--- config.mk ---
export PLATFORM = sky130hd
export DESIGN_NAME = ser2parallel_rx
export DESIGN_NICKNAME = d
export VERILOG_FILES = /design/src/rtl/ser2parallel_rx.sv
export SDC_FILE = /design/constraint.sdc
export NUM_CORES = 1
export LEC_CHECK = 0
export BUFFER_PORTS_ARGS = -buffer_cell sky130_fd_sc_hd__buf_2
export CAP_MARGIN = 20
export CORE_ASPECT_RATIO = 1.1
export CORE_MARGIN = 5
export CORE_UTILIZATION = 25
export CTS_CLUSTER_DIAMETER = 100
export DETAILED_ROUTE_END_ITERATION = 10
export HOLD_SLACK_MARGIN = 0.03
export REMOVE_ABC_BUFFERS = 1
export SYNTH_ARGS = -nofsm -noshare
export SYNTH_HDL_FRONTEND = slang
export SYNTH_SLANG_ARGS = --single-unit
--- constraint.sdc ---
create_clock -name clk -period 1.5 [get_ports clk]
set_input_delay 0.225 -clock clk [delete_from_list [all_inputs] [get_ports clk]]
set_output_delay 0.225 -clock clk [all_outputs]
set_load 0.05 [all_outputs]
--- src/rtl/ser2parallel_rx.sv ---
// Serial-to-parallel receiver: assembles a DATA_WIDTH-bit word from ser_in,
// one bit per en-qualified clock inside a start-framed transfer, and
// presents it on data_out with a one-cycle data_valid strobe.
module ser2parallel_rx #(
  parameter int unsigned DATA_WIDTH = 32,
  parameter bit          MSB_FIRST  = 1'b1
) (
  input  logic                  clk,
  input  logic                  rst,
  input  logic                  start,
  input  logic                  en,
  input  logic                  ser_in,
  input  logic                  clr_err,
  output logic [DATA_WIDTH-1:0] data_out,
  output logic                  data_valid,
  output logic                  busy,
  output logic                  overrun
);

  localparam int unsigned     CNT_W    = $clog2(DATA_WIDTH);
  localparam logic [CNT_W-1:0] LAST_BIT = CNT_W'(DATA_WIDTH - 1);

  typedef enum logic {
    IDLE  = 1'b0,
    SHIFT = 1'b1
  } state_t;

  state_t                state_q, state_d;
  logic [CNT_W-1:0]      bit_cnt_q, bit_cnt_d;
  logic [DATA_WIDTH-1:0] shift_q, shift_d;
  logic [DATA_WIDTH-1:0] shifted;
  logic [DATA_WIDTH-1:0] data_out_d;
  logic                  data_valid_d;
  logic                  overrun_d;

  // busy comes straight from the state flop, so it is registered
  assign busy = (state_q == SHIFT);

  // Shift register contents after sampling the current ser_in
  always_comb begin
    shifted = '0;
    if (MSB_FIRST) begin
      shifted = {shift_q[DATA_WIDTH-2:0], ser_in};
    end else begin
      shifted = {ser_in, shift_q[DATA_WIDTH-1:1]};
    end
  end

  // Next-state and datapath decisions; completion takes priority over abort
  always_comb begin
    state_d      = state_q;
    bit_cnt_d    = bit_cnt_q;
    shift_d      = shift_q;
    data_out_d   = data_out;
    data_valid_d = 1'b0;
    overrun_d    = overrun & ~clr_err;

    unique case (state_q)
      IDLE: begin
        if (start) begin
          state_d   = SHIFT;
          bit_cnt_d = '0;
          shift_d   = '0;
        end
      end
      SHIFT: begin
        if (en && (bit_cnt_q == LAST_BIT)) begin
          // A start landing on the completion edge opens the next frame
          // without counting as an abort.
          data_out_d   = shifted;
          data_valid_d = 1'b1;
          bit_cnt_d    = '0;
          shift_d      = '0;
          state_d      = start ? SHIFT : IDLE;
        end else if (start) begin
          overrun_d = 1'b1;
          bit_cnt_d = '0;
          shift_d   = '0;
        end else if (en) begin
          shift_d   = shifted;
          bit_cnt_d = bit_cnt_q + CNT_W'(1);
        end
      end
      default: state_d = IDLE;
    endcase
  end

  // State and output registers with synchronous reset
  always_ff @(posedge clk) begin
    if (rst) begin
      state_q    <= IDLE;
      bit_cnt_q  <= '0;
      shift_q    <= '0;
      data_out   <= '0;
      data_valid <= 1'b0;
      overrun    <= 1'b0;
    end else begin
      state_q    <= state_d;
      bit_cnt_q  <= bit_cnt_d;
      shift_q    <= shift_d;
      data_out   <= data_out_d;
      data_valid <= data_valid_d;
      overrun    <= overrun_d;
    end
  end

endmodule

==> run metrics, run 1 <==
Post-Syn Instances 215; Synth top area share 60.07%; Reg power frac 50.3%; # clock sinks 71; crit-path cells ha_4 -> and3_4 -> ha_4 -> and4bb_4 -> buf_8 -> a22oi_1 -> nor2_1; CP Capture Point shift_q[4]; critical path peak fanout 8; Synth Area in Adders 1.058%; Post-Synth Simple-Gate Area 8.990%; Hold WC Path Type primary input to flop; Buffers on Ports 40; Comb pwr share 4.0%; outcome finished with violations; Die Span Y 112.0 um; YS warnings 0; post-synthesis cell type count 24; H-tree depth 3; Async S/R FF share, synth 0%; Static Leakage 1.253 nW; # IOs 41; Vias/cell 4.698; setup slack, reg-to-reg -0.18 ns; Post-synth EDFFs 0; Critical R2R Launch bit_cnt_q[1]; die area 0.01151 mm2; Slowest Stage Delay on Critical Path 0.45 ns; Buf/Inv on CP 1; gpl congestion 0.7003; Final Skew 0.01188 ns; final design utilization 33.94%; Final Cycle Share 112.1%; post-route DRC violation count 0; share of layout cells above drive strength 1 36.90%; most used flip-flop cell after synthesis dfxtp_1; Layout fillers 939; internal power 2.924 mW; vias in the first global route 1,843; Top cell by count, worst path ha_4; fin. max-slew vios 0; fin crit period 1.682 ns; sw frac 22.37%; Reg area 0.001424 mm2; post-synthesis sequential area ratio 60.07%; CP startpoint bit_cnt_q[1]; Compound-Gate Fraction of Synth Area 23.96%; CP delay by family, top simple AND/OR/NAND/NOR gates; DR WL/cell 14.47 um; root buffer cell clkbuf_8; CTS max path bufs 2; CTS tree yes; Final Hold Vio Count 0; DPL Wire Length 3388 um; Multi-input gate area 959.7 um2; Max VDD drop 0.7533 mV; antenna violation net count after detailed routing 0; # rows 37; TNS Setup -7.008 ns; initial antenna violation count 0; most frequent cells in the layout 69 x dfxtp_1, 40 x buf_2, 39 x nor2_1, 31 x a22o_1, 18 x a22oi_2; CTS hold repair buffers 0; most common cell after layout, fill and taps aside dfxtp_1; Layout Nets 274; Ant. Diodes 0; failing checks negative setup slack; GRT Residual Overflow 0; DRT iter0 DRCs 73; clock power share 45.8%; PD cells 1193 mW/mm2; largest net degree at the start of global routing 26; DR vias 1,823; Mapped Area 0.002366 mm2; crit start category flop; die width 102.8 um; Yosys top cell by area dfxtp_1; Area Growth Syn to Fin 33.47%; top post-synthesis cells by area dfxtp_1 60%, a22o_1 11%, a22oi_1 10%, nor2_1 6.2%, buf_4 2.2%; CTS buffer count 9; Achievable Freq 594.7 MHz; Post-Route WL 5615 um; RSZ-0062 raised after global routing yes; clk slew on worst S/H paths 0.08 ns; final worst slack -0.1816 ns; CP Depth 7; Max-cap violations 0; Reg2Reg Capture Point shift_q[4]; Yosys reg bits 71; DRT Pass-1 Iters 4; crit path kind flop to flop; Syn Area/Cell 11.00 um2; CP required 1.78 ns; crit path DAT 1.96 ns; Hold Slack 0.1319 ns; NetSw 0.8428 mW; Worst Tran Pin Value 0.3016 ns; mux contribution to synthesized area 0.8461%; Rel. slew slack 79.87%; clk_lat worst skew 0.35 ns; CP max stage cell and4bb_4; crit path capture type flop; XOR/XNOR Fraction of Synth Area 0%; Core Footprint 0.009305 mm2; DP Cell Count 368; first-pass GRT wire length 9108 um; largest family of logic cells by synthesized area compound AO/OA/AOI/OAI gates; Final Setup Violations 64; global-route usage over all layers 10.15%; fin cells 388; starting density of the core 25.43%; Worst Reg-to-Reg Cells 7
-- cells by family after synthesis --
| kind of cell | Yosys count |
|---|---|
| AO/OA/AOI/OAI | 72 |
| multiplexers | 2 |
| buffers and inverters | 18 |
| AND/OR/NAND/NOR | 50 |
| adder cells (fa/ha/maj) | 2 |
| flip-flops | 71 |
-- through the flow --
step / power, mW / setup slack, ns / instance area [um2]
floorplan: 1.989 / -1.004 / 2250
global placement: 2.059 / -0.1472 / 2713
detailed placement: 2.062 / -0.2087 / 2713
CTS: 3.807 / -0.1601 / 3082
global route: 3.930 / -0.2651 / 3158
finish: 3.767 / -0.1816 / 3158
-- worst register-to-register path: cells and delay by family (launching register included) --
kind                     cells  cell delay (ns)
adder cells (fa/ha/maj)      2             0.33
flip-flops                   1             0.34
buffers and inverters        1             0.16
AND/OR/NAND/NOR              3             0.73
AO/OA/AOI/OAI                1             0.06
-- routing by layer --
| layer | track usage, % | share of wire [%] | vias to the layer above |
|---|---|---|---|
| li1 | - | - | 893 |
| met1 | 12.09 | 45 | 875 |
| met2 | 16.24 | 49 | 40 |
| met3 | 3.543 | 4.2 | 15 |
| met4 | 4.750 | 2.5 | 0 |
| met5 | 0 | 0 | - |
-- cell usage after synthesis, types with 2 or more instances --
cell type,n
clkbuf_1,4
or3_1,2
buf_2,3
a22oi_1,33
nor2_1,39
a22o_1,31
nand2_1,2
mux2i_1,2
ha_1,2
nand3_1,2
dfxtp_1,71
buf_4,7
buf_6,3
a21oi_1,3
o21ai_0,2
-- how the worst min path moves through the flow --
stage                       from            to  slack (ns)  depth (start not counted)
floorplan                    rst  bit_cnt_q[1]        0.30                          1
global placement    data_out[16]  data_out[16]        0.46                          1
detailed placement   data_out[8]   data_out[8]        0.46                          1
CTS                       ser_in   data_out[0]        0.13                          2
global route               start  bit_cnt_q[0]        0.14                          2
finish                    ser_in   data_out[0]        0.13                          2
-- final cells by class --
type / count / share of cell area [%]
clock inverters: 6 / 2.932
multi-input cells: 126 / 30.39
clock buffers: 10 / 4.358
inverters: 1 / 0.1189
flip-flops and latches: 71 / 45.09
repair buffers: 57 / 12.48
well taps: 117 / 4.635
-- registers in the layout, summed over array words and instances (netlist names) --
register and flops:
busy 1, data_valid 1, overrun 1, data_out 32
shift_q 31, bit_cnt_q 5
-- power groups by stage --
| stage | Combinational, mW | Clock [mW] | Sequential [mW] |
|---|---|---|---|
| after floorplan | 0.0415 | 0 | 1.95 |
| after global placement | 0.122 | 0 | 1.94 |
| after detailed placement | 0.124 | 0 | 1.94 |
| after CTS | 0.145 | 1.77 | 1.89 |
| after global routing | 0.161 | 1.87 | 1.89 |
| final | 0.149 | 1.72 | 1.89 |
-- repair_timing --
action | CTS | global route
gates resized for setup | 26 | 16
endpoints found under the setup margin | 65 | 66
cloned | 3 | 1
pin swaps | 17 | 26
endpoints found under the hold margin | 0 | 0
setup buffers | 0 | 0
(Power assumes the default switching activity.)
==> run 2: changes to the inputs <==
--- a/config.mk
+++ b/config.mk
@@ -6,7 +6,6 @@
 export NUM_CORES = 1
 export LEC_CHECK = 0
 export BUFFER_PORTS_ARGS = -buffer_cell sky130_fd_sc_hd__buf_2
-export CAP_MARGIN = 20
 export CORE_ASPECT_RATIO = 1.1
 export CORE_MARGIN = 5
 export CORE_UTILIZATION = 25
==> constraint.sdc (replaced) <==
create_clock -name clk -period 2 [get_ports clk]
set_input_delay 0.3 -clock clk [delete_from_list [all_inputs] [get_ports clk]]
set_output_delay 0.3 -clock clk [all_outputs]
set_load 0.05 [all_outputs]
==> run 2 against run 1 <==
The run now ends clean. Sequential share of layout area rose by 3.8 points. Critical path type unchanged. Wire length fell by 8.9%. Sequential power fell by 25%. Critical endpoint is now data_out[25]. Clock-buffer cell count did not move. Global-route usage fell by 0.70 points. Highest routed layer unchanged.
==> run metrics, run 2 (synthesis results as in run 1) <==
CP delay by family, top simple AND/OR/NAND/NOR gates; H-tree depth 3 (unchanged); Hold WC Path Type primary input to flop; PD cells 978.1 mW/mm2 (-18%); CP startpoint bit_cnt_q[0]; Static Leakage 1.209 nW (-3.5%); internal power 2.285 mW (-22%); Die Span Y 112.0 um (unchanged); Worst Tran Pin Value 0.3594 ns (+0.05779 ns); Critical R2R Launch bit_cnt_q[0]; Area Growth Syn to Fin 22.90%; Buf/Inv on CP 1 (unchanged); Ant. Diodes 0 (unchanged); Largest register FFs 32 (unchanged); crit start category flop; Final Setup Violations 0 (-100%); placed cell areas 0.002675 mm2 (-1.4%); crit path DAT 2.06 ns (+0.10 ns); Slowest Stage Delay on Critical Path 0.37 ns (-0.08 ns); starting density of the core 25.43% (unchanged); Max-cap violations 0 (unchanged); CTS buffer count 9 (unchanged); first-pass GRT wire length 8535 um (-6.3%); post-route DRC violation count 0 (unchanged); outcome finished, final reports clean; fin crit period 1.779 ns (+0.09769 ns); DRT iter0 DRCs 91 (+25%); Achievable Freq 562.0 MHz (-5.5%); Hold Slack 0.2047 ns (+0.07275 ns); DPL Wire Length 3496 um (+3.2%); gpl congestion 0.6943 (-0.86%); CTS tree yes; Vias/cell 4.660 (-0.81%); Hold Crit Depth 2 (unchanged); clk_lat worst skew 0.34 ns (about the same); CP max stage cell dfxtp_1; fin. max-slew vios 0 (unchanged); most frequent cells in the layout 71 x dfxtp_1, 40 x buf_2, 39 x nor2_1, 33 x a22oi_1, 31 x a22o_1; Reg power frac 50.0% (-0.3 points); Final Cycle Share 88.96% (-23 points); # rows 37 (unchanged); CP required 2.28 ns (+0.50 ns); CTS max path bufs 2 (unchanged); clk slew on worst S/H paths 0.07 ns (about the same); Final Cell Area 0.002908 mm2 (-7.9%); crit-path cells ha_1 -> and3_1 -> ha_1 -> nand3_1 -> nor2_2 -> buf_4 -> a22o_1; Core Footprint 0.009305 mm2 (unchanged); # clock sinks 71 (unchanged); Rel. slew slack 76.04% (-3.8 points); hold path start ser_in; Buffers on Ports 40 (unchanged); DR WL/cell 13.57 um (-6.2%); CP Depth 7 (unchanged); Max VDD drop 0.3867 mV (-49%); crit path kind flop to flop; Post-CTS Setup Inserts 0 (unchanged); largest net degree at the start of global routing 34 (+31%); DR vias 1,757 (-3.6%); GRT Residual Overflow 0 (unchanged); clock power share 47.0% (+1.2 points); Worst Reg-to-Reg Cells 7 (unchanged); DRT Pass-1 Iters 4 (unchanged); global-route usage over all layers 9.455% (-0.70 points); CTS resizes 0 (-100%); NetSw 0.5586 mW (-34%); Layout Nets 265 (-3.3%); Final Skew 0.005349 ns (-0.006536 ns); top flop regs data_out x32, shift_q x31, bit_cnt_q x5; antenna violation net count after detailed routing 0 (unchanged); # IOs 41 (unchanged); initial antenna violation count 0 (unchanged); RSZ-0062 raised after global routing no; die area 0.01151 mm2 (unchanged); root buffer cell clkbuf_8; Post-Route WL 5117 um (-8.9%); Largest Register data_out; Top cell by count, worst path ha_1; most common cell after layout, fill and taps aside dfxtp_1; die width 102.8 um (unchanged); CTS hold repair buffers 0 (unchanged); crit path capture type flop; sw frac 19.64% (-2.7 points); share of layout cells above drive strength 1 25.00% (-12 points); Final Hold Vio Count 0 (unchanged); Comb pwr share 3.0% (-1.0 points); critical path peak fanout 18 (+10); vias in the first global route 1,783 (-3.3%)
[run 2: worst paths after layout]
kind / endpoint / slack [ns]
worst max-delay path: data_out[25] / 0.22
worst min-delay path: data_out[0] / 0.20
worst max register to register: data_out[25] / 0.22
worst min register to register: data_out[20] / 0.48
[run 2: layout make-up]
class / count / area [um2]
repair buffers: 48 / 272.8
fillers: 946 / 6397
flip-flops and latches: 71 / 1421
multi-input cells: 126 / 830.8
clock buffers: 10 / 137.6
well taps: 117 / 146.4
clock inverters: 4 / 95.09
inverters: 1 / 3.754
[run 2: metrics by stage]
stage	setup TNS [ns]	power (mW)	cells	utilization (%)	worst slack [ns]
finish	0	2.844	377	31.25	0.2207
global route	0	2.945	377	31.25	0.06155
CTS	0	2.889	377	31.25	0.1824
detailed placement	0	1.541	363	28.75	0.2542
global placement	0	1.539	363	28.75	0.3050
floorplan	-15.64	1.492	198	-	-0.5045
[run 2: power by group through the flow]
stage	Clock, mW	Combinational, mW	Sequential, mW
2_1_floorplan	0	0.0311	1.46
3_3_place_gp	0	0.0865	1.45
3_5_place_dp	0	0.0875	1.45
4_1_cts	1.38	0.0875	1.42
5_1_grt	1.43	0.0947	1.42
6_report	1.34	0.0862	1.42
[run 2: per-layer routing]
metal	up-vias	track usage [%]	wire length, um
li1	875	-	-
met1	839	10.88	2256
met2	33	15.25	2508
met3	10	3.729	244
met4	0	4.404	107
met5	-	0	0
==> run 3: changes to the inputs <==
--- a/config.mk
+++ b/config.mk
@@ -8,7 +8,7 @@
 export BUFFER_PORTS_ARGS = -buffer_cell sky130_fd_sc_hd__buf_2
 export CORE_ASPECT_RATIO = 1.1
 export CORE_MARGIN = 5
-export CORE_UTILIZATION = 25
+export CORE_UTILIZATION = 43
 export CTS_CLUSTER_DIAMETER = 100
 export DETAILED_ROUTE_END_ITERATION = 10
 export HOLD_SLACK_MARGIN = 0.03
==> run 3 against run 2 <==
Clock power down 16%. Cell area down 3.2%. Fmax up 0.70%. Non-clock buffer count up 1. Clock skew up 0.0015 ns. Global-route usage up 5.8 points. Final cell count down 10%. Clock-buffer cell count up 1.
==> run metrics, run 3 (synthesis results as in run 1) <==
fin cells 338 (-10%); root buffer cell clkbuf_8; Hold Slack 0.2130 ns (+0.008341 ns); DRT Pass-1 Iters 4 (unchanged); Reg area 0.001421 mm2 (unchanged); outcome finished, final reports clean; NetSw 0.5721 mW (+2.4%); crit-path cells ha_1 -> and3_1 -> ha_1 -> and4bb_1 -> buf_4 -> a22oi_1 -> nor2_1; share of layout cells above drive strength 1 25.48% (+0.48 points); fin crit period 1.767 ns (-0.01244 ns); DR WL/cell 13.70 um (+0.97%); first-pass GRT wire length 8300 um (-2.8%); most frequent cells in the layout 71 x dfxtp_1, 40 x buf_2, 39 x nor2_1, 33 x a22oi_1, 31 x a22o_1; Post-CTS Setup Inserts 0 (unchanged); DR vias 1,725 (-1.8%); Slowest Stage Delay on Critical Path 0.34 ns (-0.03 ns); global-route usage over all layers 15.23% (+5.8 points); starting density of the core 44.14% (+19 points); die area 0.007088 mm2 (-38%); CTS buffer count 9 (unchanged); Ant. Diodes 0 (unchanged); gpl congestion 0.7684 (+11%); Buf/Inv on CP 1 (unchanged); Post-Route WL 4632 um (-9.5%); top flop regs data_out x32, shift_q x31, bit_cnt_q x5; fin. max-slew vios 0 (unchanged); pre-CTS setup slack 0.2780 ns (+0.02378 ns); CTS hold repair buffers 0 (unchanged); crit path kind flop to flop; Buffers on Ports 40 (unchanged); clk slew on worst S/H paths 0.07 ns (about the same); most common cell after layout, fill and taps aside dfxtp_1; Max VDD drop 0.5358 mV (+39%); vias in the first global route 1,718 (-3.6%); # IOs 41 (unchanged); clock power share 42.6% (-4.4 points); RSZ-0062 raised after global routing no; antenna violation net count after detailed routing 0 (unchanged); sw frac 21.83% (+2.2 points); DPL Wire Length 3049 um (-13%); Achievable Freq 566.0 MHz (+0.70%); Max-cap violations 0 (unchanged); largest net degree at the start of global routing 35 (+2.9%); DP Cell Count 322 (-11%); H-tree depth 3 (unchanged); GRT Residual Overflow 0 (unchanged); Vias/cell 5.104 (+9.5%); # rows 28 (-24%); clk_lat worst skew 0.33 ns (about the same); final worst slack 0.2332 ns (+0.01244 ns); internal power 2.048 mW (-10%); Final Hold Vio Count 0 (unchanged); Pwr Total 2.620 mW (-7.9%); Largest register FFs 32 (unchanged); crit path DAT 2.03 ns (-0.03 ns); Rel. slew slack 76.18% (+0.14 points); # clock sinks 71 (unchanged); Area Growth Syn to Fin 18.98%; Final Cycle Share 88.34% (-0.62 points); Largest Register data_out; Layout fillers 519 (-45%); crit start category flop; Final Skew 0.006897 ns (+0.001548 ns); die width 80.73 um (-21%); CTS resizes 0 (unchanged); Hold WC Path Type primary input to flop; Comb pwr share 3.2% (+0.2 points); CP max stage cell dfxtp_1; Multi-input gate area 830.8 um2 (unchanged); Reg power frac 54.2% (+4.2 points); initial antenna violation count 0 (unchanged); critical path peak fanout 17 (-1); CP required 2.27 ns (about the same); Static Leakage 1.193 nW (-1.3%); CP delay by family, top simple AND/OR/NAND/NOR gates; CTS max path bufs 2 (unchanged); Final Setup Violations 0 (unchanged); PD cells 930.8 mW/mm2 (-4.8%); Die Span Y 87.80 um (-22%); DRT iter0 DRCs 141 (+55%); post-route DRC violation count 0 (unchanged); Core Footprint 0.005360 mm2 (-42%); CTS tree yes; crit path capture type flop; Layout Nets 266 (+0.38%); Top cell by count, worst path ha_1; Worst Tran Pin Value 0.3572 ns (-0.002166 ns)
## run 3: cell count changes in the layout (fill, tap and decap cells not counted)
| cell | previous run | this run |
|---|---|---|
| buf_4 | 7 | 9 |
| inv_6 | 0 | 1 |
| clkinv_2 | 1 | 2 |
| bufinv_16 | 3 | 1 |
| clkinvlp_4 | 0 | 1 |
| buf_12 | 1 | 0 |
| clkbuf_1 | 0 | 1 |
## run 3: power by group through the flow
| stage | sequential, mW | combinational, mW | clock (mW) |
|---|---|---|---|
| floorplan | 1.46 | 0.0311 | 0 |
| global route | 1.42 | 0.0936 | 1.23 |
| finish | 1.42 | 0.0846 | 1.12 |
| global placement | 1.45 | 0.0852 | 0 |
| CTS | 1.42 | 0.0860 | 1.15 |
| detailed placement | 1.45 | 0.0860 | 0 |
## run 3: through the flow
step | utilization (%) | area [um2] | setup TNS [ns]
after floorplan | - | 2250 | -15.64
after global placement | 48.83 | 2618 | 0
after detailed placement | 48.83 | 2618 | 0
after CTS | 52.52 | 2815 | 0
after global routing | 52.52 | 2815 | 0
final | 52.52 | 2815 | 0
## run 3: final timing paths
path                startpoint      endpoint  slack (ns)  depth (start not counted)
hold / removal          ser_in   data_out[0]        0.21                          2
setup / recovery  bit_cnt_q[0]   shift_q[21]        0.23                          7
setup reg to reg  bit_cnt_q[0]   shift_q[21]        0.23                          7
hold reg to reg   data_out[30]  data_out[30]        0.47                          1
## run 3: cell type report
cell class              count  share of cell area (%)
flip-flops and latches     71                   50.49
clock inverters             5                   2.000
clock buffers              11                   5.022
repair buffers             49                   9.511
well taps                  75                   3.333
inverters                   1                  0.1333
multi-input cells         126                   29.51
## run 3: routing by layer
layer,vias to the layer above,share of wire (%),wire (um),track usage [%]
met5,-,0,0,0
met4,0,1.3,60,6.452
met3,5,4.0,184,5.556
met2,31,45,2094,22.29
met1,814,50,2293,20.28
li1,875,-,-,-
